<file path="src/rtl/serial_link_pkg.sv">
// Shared definitions for the serial bit link: receiver states, line levels
// and the even-parity helper.
package serial_link_pkg;

    typedef enum logic [1:0] {
        IDLE   = 2'd0,
        DATA   = 2'd1,
        PARITY = 2'd2,
        STOP   = 2'd3
    } rx_state_t;

    localparam logic IDLE_LEVEL  = 1'b0;
    localparam logic START_LEVEL = 1'b1;
    localparam logic STOP_LEVEL  = 1'b0;

    localparam int MAX_WIDTH = 32;

    // Callers zero-extend narrower words; the extra zeros do not change the parity.
    function automatic logic even_parity(input logic [MAX_WIDTH-1:0] vec);
        even_parity = ^vec;
    endfunction

endpackage

</file>
<file path="src/rtl/rx_word_buffer.sv">
// One-entry valid/ready holding register. A load is taken when the slot is
// free or is being drained this cycle; otherwise the load is dropped and flagged.
module rx_word_buffer
    import serial_link_pkg::*;
#(
    parameter int WIDTH = 8
) (
    input  logic             clk,
    input  logic             rst_n,
    input  logic             load,
    input  logic [WIDTH-1:0] word,
    output logic [WIDTH-1:0] dout_data,
    output logic             dout_valid,
    input  logic             dout_ready,
    output logic             overflow
);

    logic [WIDTH-1:0] data_r;
    logic             valid_r;
    logic             ovf_r;

    // Holding register, valid flag and one-cycle overflow pulse.
    always_ff @(posedge clk) begin
        if (!rst_n) begin
            data_r  <= {WIDTH{1'b0}};
            valid_r <= 1'b0;
            ovf_r   <= 1'b0;
        end else begin
            ovf_r <= 1'b0;
            if (load && (!valid_r || dout_ready)) begin
                data_r  <= word;
                valid_r <= 1'b1;
            end else if (load) begin
                ovf_r <= 1'b1;
            end else if (valid_r && dout_ready) begin
                valid_r <= 1'b0;
            end else begin
                valid_r <= valid_r;
            end
        end
    end

    assign dout_data  = data_r;
    assign dout_valid = valid_r;
    assign overflow   = ovf_r;

endmodule

</file>
<file path="src/rtl/serial_frame_receiver.sv">
// Receive end of the serial bit link: frame FSM and deserializer feeding a
// one-entry word buffer, with single-cycle error pulses.
module serial_frame_receiver
    import serial_link_pkg::*;
#(
    parameter int WIDTH     = 8,
    parameter int PARITY_EN = 1
) (
    input  logic             clk,
    input  logic             rst_n,
    input  logic             din,
    input  logic             bit_en,
    output logic [WIDTH-1:0] dout_data,
    output logic             dout_valid,
    input  logic             dout_ready,
    output logic             busy,
    output logic             par_err,
    output logic             frame_err,
    output logic             overflow
);

    localparam int CNT_W = 6;
    localparam logic [CNT_W-1:0] LAST_BIT = CNT_W'(WIDTH - 1);
    localparam logic [CNT_W-1:0] CNT_ONE  = CNT_W'(1);

    rx_state_t            state_r, state_s;
    logic [CNT_W-1:0]     cnt_r, cnt_s;
    logic [WIDTH-1:0]     shift_r, shift_s;
    logic                 par_bad_r, par_bad_s;
    logic                 par_err_r, frame_err_r;
    logic                 resolve_s, stop_bad_s, commit_s;
    logic [MAX_WIDTH-1:0] par_vec_s;

    // Next-state, shifter and parity latch; everything holds unless bit_en.
    always_comb begin
        state_s    = state_r;
        cnt_s      = cnt_r;
        shift_s    = shift_r;
        par_bad_s  = par_bad_r;
        resolve_s  = 1'b0;
        stop_bad_s = 1'b0;
        par_vec_s  = {MAX_WIDTH{1'b0}};
        par_vec_s[WIDTH-1:0] = shift_r;
        if (bit_en) begin
            case (state_r)
                IDLE: begin
                    if (din == START_LEVEL) begin
                        state_s   = DATA;
                        cnt_s     = {CNT_W{1'b0}};
                        par_bad_s = 1'b0;
                    end else begin
                        state_s = IDLE;
                    end
                end
                DATA: begin
                    shift_s = {shift_r[WIDTH-2:0], din};
                    cnt_s   = cnt_r + CNT_ONE;
                    if (cnt_r == LAST_BIT) begin
                        state_s = (PARITY_EN != 0) ? PARITY : STOP;
                    end else begin
                        state_s = DATA;
                    end
                end
                PARITY: begin
                    par_bad_s = even_parity(par_vec_s) ^ din;
                    state_s   = STOP;
                end
                STOP: begin
                    resolve_s  = 1'b1;
                    stop_bad_s = (din != STOP_LEVEL);
                    state_s    = IDLE;
                end
                default: begin
                    state_s = IDLE;
                end
            endcase
        end else begin
            state_s = state_r;
        end
    end

    assign commit_s = resolve_s && !stop_bad_s && !par_bad_r;

    // FSM state, counter, shifter and the registered error pulses.
    always_ff @(posedge clk) begin
        if (!rst_n) begin
            state_r     <= IDLE;
            cnt_r       <= {CNT_W{1'b0}};
            shift_r     <= {WIDTH{1'b0}};
            par_bad_r   <= 1'b0;
            par_err_r   <= 1'b0;
            frame_err_r <= 1'b0;
        end else begin
            state_r     <= state_s;
            cnt_r       <= cnt_s;
            shift_r     <= shift_s;
            par_bad_r   <= par_bad_s;
            frame_err_r <= resolve_s && stop_bad_s;
            par_err_r   <= resolve_s && !stop_bad_s && par_bad_r;
        end
    end

    rx_word_buffer #(.WIDTH(WIDTH)) u_buf (
        .clk        (clk),
        .rst_n      (rst_n),
        .load       (commit_s),
        .word       (shift_r),
        .dout_data  (dout_data),
        .dout_valid (dout_valid),
        .dout_ready (dout_ready),
        .overflow   (overflow)
    );

    assign busy      = (state_r != IDLE);
    assign par_err   = par_err_r;
    assign frame_err = frame_err_r;

endmodule

</file>
<file path="config.mk">
export PLATFORM = sky130hd
export DESIGN_NAME = serial_frame_receiver
export DESIGN_NICKNAME = d
export VERILOG_FILES = /design/src/rtl/serial_link_pkg.sv /design/src/rtl/rx_word_buffer.sv /design/src/rtl/serial_frame_receiver.sv
export SDC_FILE = /design/constraint.sdc
export NUM_CORES = 1
export LEC_CHECK = 0
export BUFFER_PORTS_ARGS = -buffer_cell sky130_fd_sc_hd__buf_2
export CAP_MARGIN = 5
export CELL_PAD_IN_SITES_DETAIL_PLACEMENT = 1
export CELL_PAD_IN_SITES_GLOBAL_PLACEMENT = 1
export CORE_MARGIN = 2
export CORE_UTILIZATION = 44
export CTS_CLUSTER_SIZE = 10
export DETAILED_ROUTE_END_ITERATION = 8
export PLACE_DENSITY = 0.8
export SETUP_SLACK_MARGIN = 0.4
export SYNTH_ARGS = -nofsm -noshare
export SYNTH_HDL_FRONTEND = slang
export SYNTH_HIERARCHICAL = 1
export SYNTH_SLANG_ARGS = --single-unit
export TNS_END_PERCENT = 10
</file>
<file path="constraint.sdc">
create_clock -name clk -period 3.2 [get_ports clk]
set_clock_uncertainty 0.1 [all_clocks]
set_input_delay 0.32 -clock clk [delete_from_list [all_inputs] [get_ports clk]]
set_output_delay 0.32 -clock clk [all_outputs]
set_load 0.01 [all_outputs]
</file>
==> results.py, run 1 <==
metrics = {
    "sta": {
        "setup_viol": 0,
        "worst_pin_slew_ps": 700.2,
        "fin_setup_tns_ps": 0,
        "relSlewSlack_pct": 53.15,
        "rsz0062_at_grt": "false",
        "post-route-min-period_ps": 2023,
        "max_freq_ghz": 0.4942,
        "finalCritPeriodShare_pct": 63.23,
        "drv_slew": 0,
        "finalHoldViolCount": 0,
    },
    "synth": {
        "synth-seq-cells": 29,
        "yosys_warnings": 6,
        "synth_area_per_cell_um2": 8.794,
        "synth_top_flop_cell": "dfxtp_1",
        "synth_cell_types": 38,
        "syn_area_um2": 1249,
        "synth_seq_area_share_pct": 46.49,
        "syn_inst": 142,
        "synth_edf_count": 0,
        "yosys.area.top_type_share_pct": 46.49,
        "ys_async_sr_fraction_pct": 0,
        "syn-num-nets": 148,
        "synth_top_cell_by_area": "dfxtp_1",
        "yosys-top-cells-area": "dfxtp_1 46%, nand2_1 11%, mux2i_1 6.4%",
    },
    "layout": {
        "drive_above_1_share_pct": 18.13,
        "n_antenna_cell": 0,
        "finalNetCount": 165,
        "finalInstanceArea_um2": 1399,
        "fillerInstances": 336,
        "areaGrowthSynthToFinish_pct": 12.02,
        "final_cells": 191,
    },
    "die": {
        "initial_core_util_pct": 45.68,
        "ioPinCount": 18,
        "die_area_um2": 3280,
        "rows": 19,
        "dieWidth_um": 57.27,
        "coreArea_um2": 2734,
        "die_h_um": 57.27,
    },
    "cts": {
        "path_clk_slew_ps": 90,
        "cts_max_path_buffers": 2,
        "numCtsBuffers": 5,
        "hold_buffers": 0,
        "post_cts_buffers": 0,
        "cts-resized-gates": 0,
        "htreeDepth": 2,
        "cts_tree": "built",
        "clock-root-buffer": "clkbuf_4",
        "cts_sinks": 29,
        "insertion_delay_ps": 330,
    },
    "critical_path": {
        "endpoint_kind": "flip-flop",
        "critPathKind": "reg2reg",
        "cp_max_fo": 8,
        "cp_data_arrival_time_ps": 2180,
        "worstPathRequired_ps": 3350,
        "start_kind": "flip-flop",
    },
    "power": {
        "p_leak_uw": 0.0005446,
        "peakVddDrop_uv": 251.1,
        "power.density_nw_per_um2": 463.8,
    },
    "placement": {
        "place_area_um2": 1329,
        "portBuffers": 17,
        "gp_congestion": 0.7483,
        "dp_hpwl_um": 1738,
        "placed_cells": 183,
    },
    "route": {
        "drc": 0,
        "via_count": 1019,
        "routed_wl_um": 2541,
        "drt_iter0_drc": 18,
        "ant_nets": 0,
        "routedWlPerCell_um": 13.30,
        "vias_per_cell": 5.335,
        "drtPass1Iterations": 4,
    },
    "worst_hold_path": {
        "min_path_type": "in2reg",
    },
    "global_routing": {
        "grt.total_usage_pct": 17.52,
        "grt_pass1_wl_um": 4291,
        "grt_overflow": 0,
        "grt_max_degree": 26,
        "grt_pass1_vias": 953,
        "antenna_found_initial": 0,
    },
    "flow_run": {
        "cap_violations": 0,
    },
    "status": {
        "status": "complete, no violations",
    },
}
[synthesized netlist by cell type, types with 2 or more instances]
master	number
inv_1	2
nor3_1	2
clkbuf_1	2
dfxtp_1	29
a21oi_1	13
o21a_1	2
xnor2_1	4
xor2_1	3
nand2_1	35
buf_4	2
nor2_1	8
nand3_1	5
buf_2	2
mux2i_1	8
o21ai_0	2
[stage by stage]
step | worst slack [ps] | hold WS, ps | util (%) | power [uW]
2_1_floorplan | 1670 | 297.3 | - | 395.3
3_3_place_gp | 1253 | 339.8 | 48.60 | 404.3
3_5_place_dp | 1170 | 354.2 | 48.60 | 405.1
4_1_cts | 1153 | 163.7 | 51.17 | 657.4
5_1_grt | 975.0 | 187.5 | 51.17 | 681.8
6_report | 1177 | 173.1 | 51.17 | 648.8
[routing by layer]
layer  track usage, %  routed length, um
met1            21.88               1237
met2            27.26               1149
met3            4.762                 92
met4            9.967                 61
met5                0                  0
[final timing paths]
check                                   from                              end  slack (ps)  cells after the start
max                  state_r[0]$_SDFFE_PN0P_  u_buf/dout_data[3]$_SDFFE_PN0P_        1180                      4
min                                      din               par_err$_SDFF_PN0_         170                      2
max reg2reg          state_r[0]$_SDFFE_PN0P_  u_buf/dout_data[3]$_SDFFE_PN0P_        1180                      4
min reg2reg  u_buf/dout_data[4]$_SDFFE_PN0P_  u_buf/dout_data[4]$_SDFFE_PN0P_         360                      2
[state kept, by name, indices dropped and copies added, names as in the netlist, named ones only]
name,count
u_buf/overflow,1
cnt_r,6
state_r,1
shift_r,8
par_bad_r,1
frame_err,1
par_err,1
u_buf/dout_valid,1
u_buf/dout_data,8
[logic make-up after synthesis]
family          Yosys count  synth area share, %
mux                       8                6.413
xor+xnor                  8                6.713
flops                    29                46.49
compound gates           23                10.72
fa+ha+maj                 1                1.002
buf+inv                   9                4.108
simple gates             64                24.55
[power breakdown]
group          internal [uW]  switching, uW
sequential               363           2.41
clock                    127            125
combinational           9.92           21.5
total                    500            149
[worst max-delay path, cell delays in order (launching register included)]
cell,delay (ps)
dfxtp_1,410
nand2_1,210
nor4b_1,440
nor2b_2,540
mux2i_1,250
[area by class of cell]
| cell class | instances | area [um2] | share of cell area, % |
|---|---|---|---|
| multi-input combinational | 104 | 616.8 | 44.10 |
| tap | 31 | 38.79 | 2.773 |
| clock buffer | 7 | 65.06 | 4.651 |
| inverter | 2 | 7.507 | 0.5367 |
| timing repair buffer | 17 | 85.08 | 6.082 |
| clock inverter | 1 | 5.005 | 0.3578 |
| sequential | 29 | 580.6 | 41.50 |
[placed cells by master, fill, tap and decap left out, types with 2 or more instances in the layout]
master and count:
dfxtp_1 29, nand2_1 35, clkbuf_4 5, o21ai_0 2, buf_2 17, nand3_1 5, inv_1 2, nor2_1 8
mux2i_1 8, a21oi_1 13, clkbuf_8 2, nor3_1 2, o21a_1 2, xor2_1 3, xnor2_1 4
Power figures use the tool's default switching activity.
==> inputs of run 2 (changes only) <==
ABC_AREA = 1   (was not set)
CORE_UTILIZATION = 36   (was 44)
PLACE_DENSITY = 0.72   (was 0.8)
clock period = 1.8 ns   (was 3.2 ns; I/O delays follow)
==> run 2 against run 1 <==
Utilization decreased by 6.1 points; worst setup slack got worse by 720 ps; via count increased by 26%; non-clock buffer count increased by 8; clock power increased by 110%; routed wire length increased by 29%; critical path type unchanged.
==> results.py, run 2 <==
metrics = {
    "die": {
        "coreArea_um2": 3689,
        "rows": 22,
        "dieWidth_um": 66.03,
        "die_h_um": 66.03,
        "initial_core_util_pct": 37.55,
        "die_area_um2": 4359,
        "ioPinCount": 18,
    },
    "synth": {
        "muxShareOfSynthArea_pct": 0,
        "yosys.area_share.simple_pct": 29.90,
        "synth_xor_area_share_pct": 1.265,
        "yosys.area.top_type_share_pct": 41.92,
        "synth_top_cell_by_area": "dfxtp_1",
        "synth_compound_area_share_pct": 12.92,
        "ys_async_sr_fraction_pct": 0,
        "synth_top_flop_cell": "dfxtp_1",
        "synth-seq-cells": 29,
        "synth.most_common_cell": "nand2_1",
        "synth_area_per_cell_um2": 7.177,
        "syn_inst": 193,
        "synth_cell_types": 26,
        "synth_edf_count": 0,
        "synth_seq_area_share_pct": 41.92,
        "syn_area_um2": 1385,
        "yosys-top-cells-area": "dfxtp_1 42%, nand2_1 9.2%, a21oi_1 7.9%",
        "synth-adder-area-share_pct": 0.9033,
        "yosys_warnings": 6,
        "syn-num-nets": 199,
        "synth_common_cells": "34 x nand2_1, 29 x dfxtp_1, 29 x inv_1",
        "synth_top_family_by_area": "simple AND/OR/NAND/NOR gates",
    },
    "power": {
        "switching_share_pct": 26.81,
        "p_leak_uw": 0.0007494,
        "p_sw_uw": 354.1,
        "totalPowerFinal_uw": 1321,
        "power.density_nw_per_um2": 795.0,
        "pwr-share-comb_pct": 9.9,
        "intPower_uw": 966.8,
        "power_frac_clock_pct": 39.5,
        "pwr-share-seq_pct": 50.7,
        "peakVddDrop_uv": 398.3,
    },
    "global_routing": {
        "grt_max_degree": 22,
        "grt_pass1_wl_um": 5720,
        "grt_overflow": 0,
        "grt_pass1_vias": 1296,
        "grt.total_usage_pct": 17.47,
        "antenna_found_initial": 0,
    },
    "cts": {
        "path_clk_slew_ps": 70,
        "cts_tree": "built",
        "clock-root-buffer": "clkbuf_8",
        "numCtsBuffers": 5,
        "htreeDepth": 2,
        "insertion_delay_ps": 280,
        "cts_max_path_buffers": 2,
        "cts_sinks": 29,
    },
    "sta": {
        "post-route-min-period_ps": 1342,
        "fin_setup_tns_ps": 0,
        "relSlewSlack_pct": 85.64,
        "setup_viol": 0,
        "drv_slew": 0,
        "max_freq_ghz": 0.7450,
        "rsz0062_at_grt": "true",
        "finalCritPeriodShare_pct": 74.57,
        "finalHoldViolCount": 0,
        "worst_pin_slew_ps": 215.1,
    },
    "flow_run": {
        "cap_violations": 0,
    },
    "layout": {
        "final_common_cell": "nand2_1",
        "n_antenna_cell": 0,
        "drive_above_1_share_pct": 23.64,
        "areaGrowthSynthToFinish_pct": 19.96,
        "final_cell_mix": "33 x nand2_1, 29 x inv_1, 27 x dfxtp_1, 22 x nor2_1, 22 x a21oi_1",
        "finalNetCount": 225,
    },
    "worst_hold_path": {
        "min_path_type": "in2reg",
    },
    "route": {
        "via_count": 1288,
        "drc": 0,
        "vias_per_cell": 4.806,
        "ant_nets": 0,
        "routedWlPerCell_um": 12.26,
        "drtPass1Iterations": 4,
        "drt_iter0_drc": 42,
        "routed_wl_um": 3286,
        "wl_met2_um": 1650,
        "drt-met1-wl_um": 1422,
        "wl_met3_um": 122,
        "top_layer": "met4",
    },
    "critical_path": {
        "cp_max_fo": 5,
        "cp_data_arrival_time_ps": 1420,
        "critPathKind": "reg2reg",
        "cpMostUsedCell": "nor2_4",
        "crit_slowest_cell": "dfxtp_4",
        "cpPeakStageDelay_ps": 360,
        "worstPathRequired_ps": 1880,
        "crit_chain": "inv_2 -> nor2_4 -> nand2_2 -> nor2_4 -> buf_6 -> nand3_1 -> nand2_1 -> nor2_1",
        "endpoint_kind": "flip-flop",
        "start_kind": "flip-flop",
    },
    "status": {
        "status": "complete, no violations",
    },
    "placement": {
        "portBuffers": 17,
        "dp_hpwl_um": 2324,
        "gp_congestion": 0.8139,
    },
}
==> run 2: cell count changes in the layout (fill, tap and decap cells not counted), moves of 3 or more <==
cell,previous run,this run
buf_4,0,6
mux2i_1,8,0
a21oi_1,13,22
clkbuf_4,5,0
clkbuf_8,2,5
nand3_1,5,15
nand2_2,0,3
xnor2_1,4,0
o21ai_0,2,12
nor2_1,8,22
inv_1,2,29
==> run 2: per-layer routing <==
metal / up-vias / global-route usage, %
li1: 657 / -
met1: 602 / 18.62
met2: 21 / 31.31
met3: 8 / 5.111
met4: 0 / 8.418
met5: - / 0
==> run 2: timing repair <==
action	in CTS	in global routing
resized for setup	7	4
setup endpoints to repair	10	15
hold buffers	0	0
buffers inserted	0	4
endpoints found under the hold margin	0	0
pin swaps	0	2
cloned	2	0
==> run 2: worst max-delay path, delay by kind of cell (launching register included) <==
family                 cells  cell delay (ps)
buffers and inverters      2              190
DFF                        1              360
and+or+nand+nor            6              580
==> run 2: final timing paths <==
kind                                         from                         endpoint  slack, ps  cells past startpoint
setup / recovery                        flip-flop  u_buf/dout_data[7]$_SDFFE_PN0P_        460                      8
hold / removal                              rst_n          state_r[0]$_SDFFE_PN0P_        150                      3
setup reg to reg                        flip-flop  u_buf/dout_data[7]$_SDFFE_PN0P_        460                      8
hold reg to reg   u_buf/dout_data[3]$_SDFFE_PN0P_  u_buf/dout_data[3]$_SDFFE_PN0P_        380                      2
==> run 2: power groups by stage <==
stage | Combinational [uW] | Clock (uW) | Sequential [uW]
3_3_place_gp | 116 | 0 | 684
3_5_place_dp | 124 | 0 | 684
4_1_cts | 125 | 544 | 668
6_report | 130 | 521 | 670
5_1_grt | 154 | 580 | 672
2_1_floorplan | 91.8 | 0 | 680
==> run 2: logic make-up after synthesis <==
family	count (synthesis)
adders and majority gates	1
xor gates and xnor gates	2
buffers and inverters	38
AOI/OAI and AO/OA	35
DFF	29
and+or+nand+nor	88
==> run 2: area by class of cell <==
class | instances | area [um2]
Clock buffer | 5 | 68.82
Sequential cell | 29 | 585.6
Multi-Input combinational cell | 126 | 645.6
Inverter | 32 | 122.6
Clock inverter | 3 | 17.52
Tap cell | 48 | 60.06
Timing Repair Buffer | 25 | 161.4
Fill cell | 494 | 2027
==> run 2: through the flow <==
stage / hold slack (ps) / setup slack, ps / instances / area (um2) / utilization, %
4_1_cts: 126.2 / 393.6 / 264 / 1605 / 43.52
2_1_floorplan: 218.4 / 454.3 / 193 / 1386 / -
3_3_place_gp: 355.9 / 403.4 / 254 / 1488 / 40.33
5_1_grt: 180.5 / 351.2 / 268 / 1662 / 45.05
6_report: 145.4 / 457.8 / 268 / 1662 / 45.05
3_5_place_dp: 352.2 / 304.8 / 254 / 1488 / 40.33
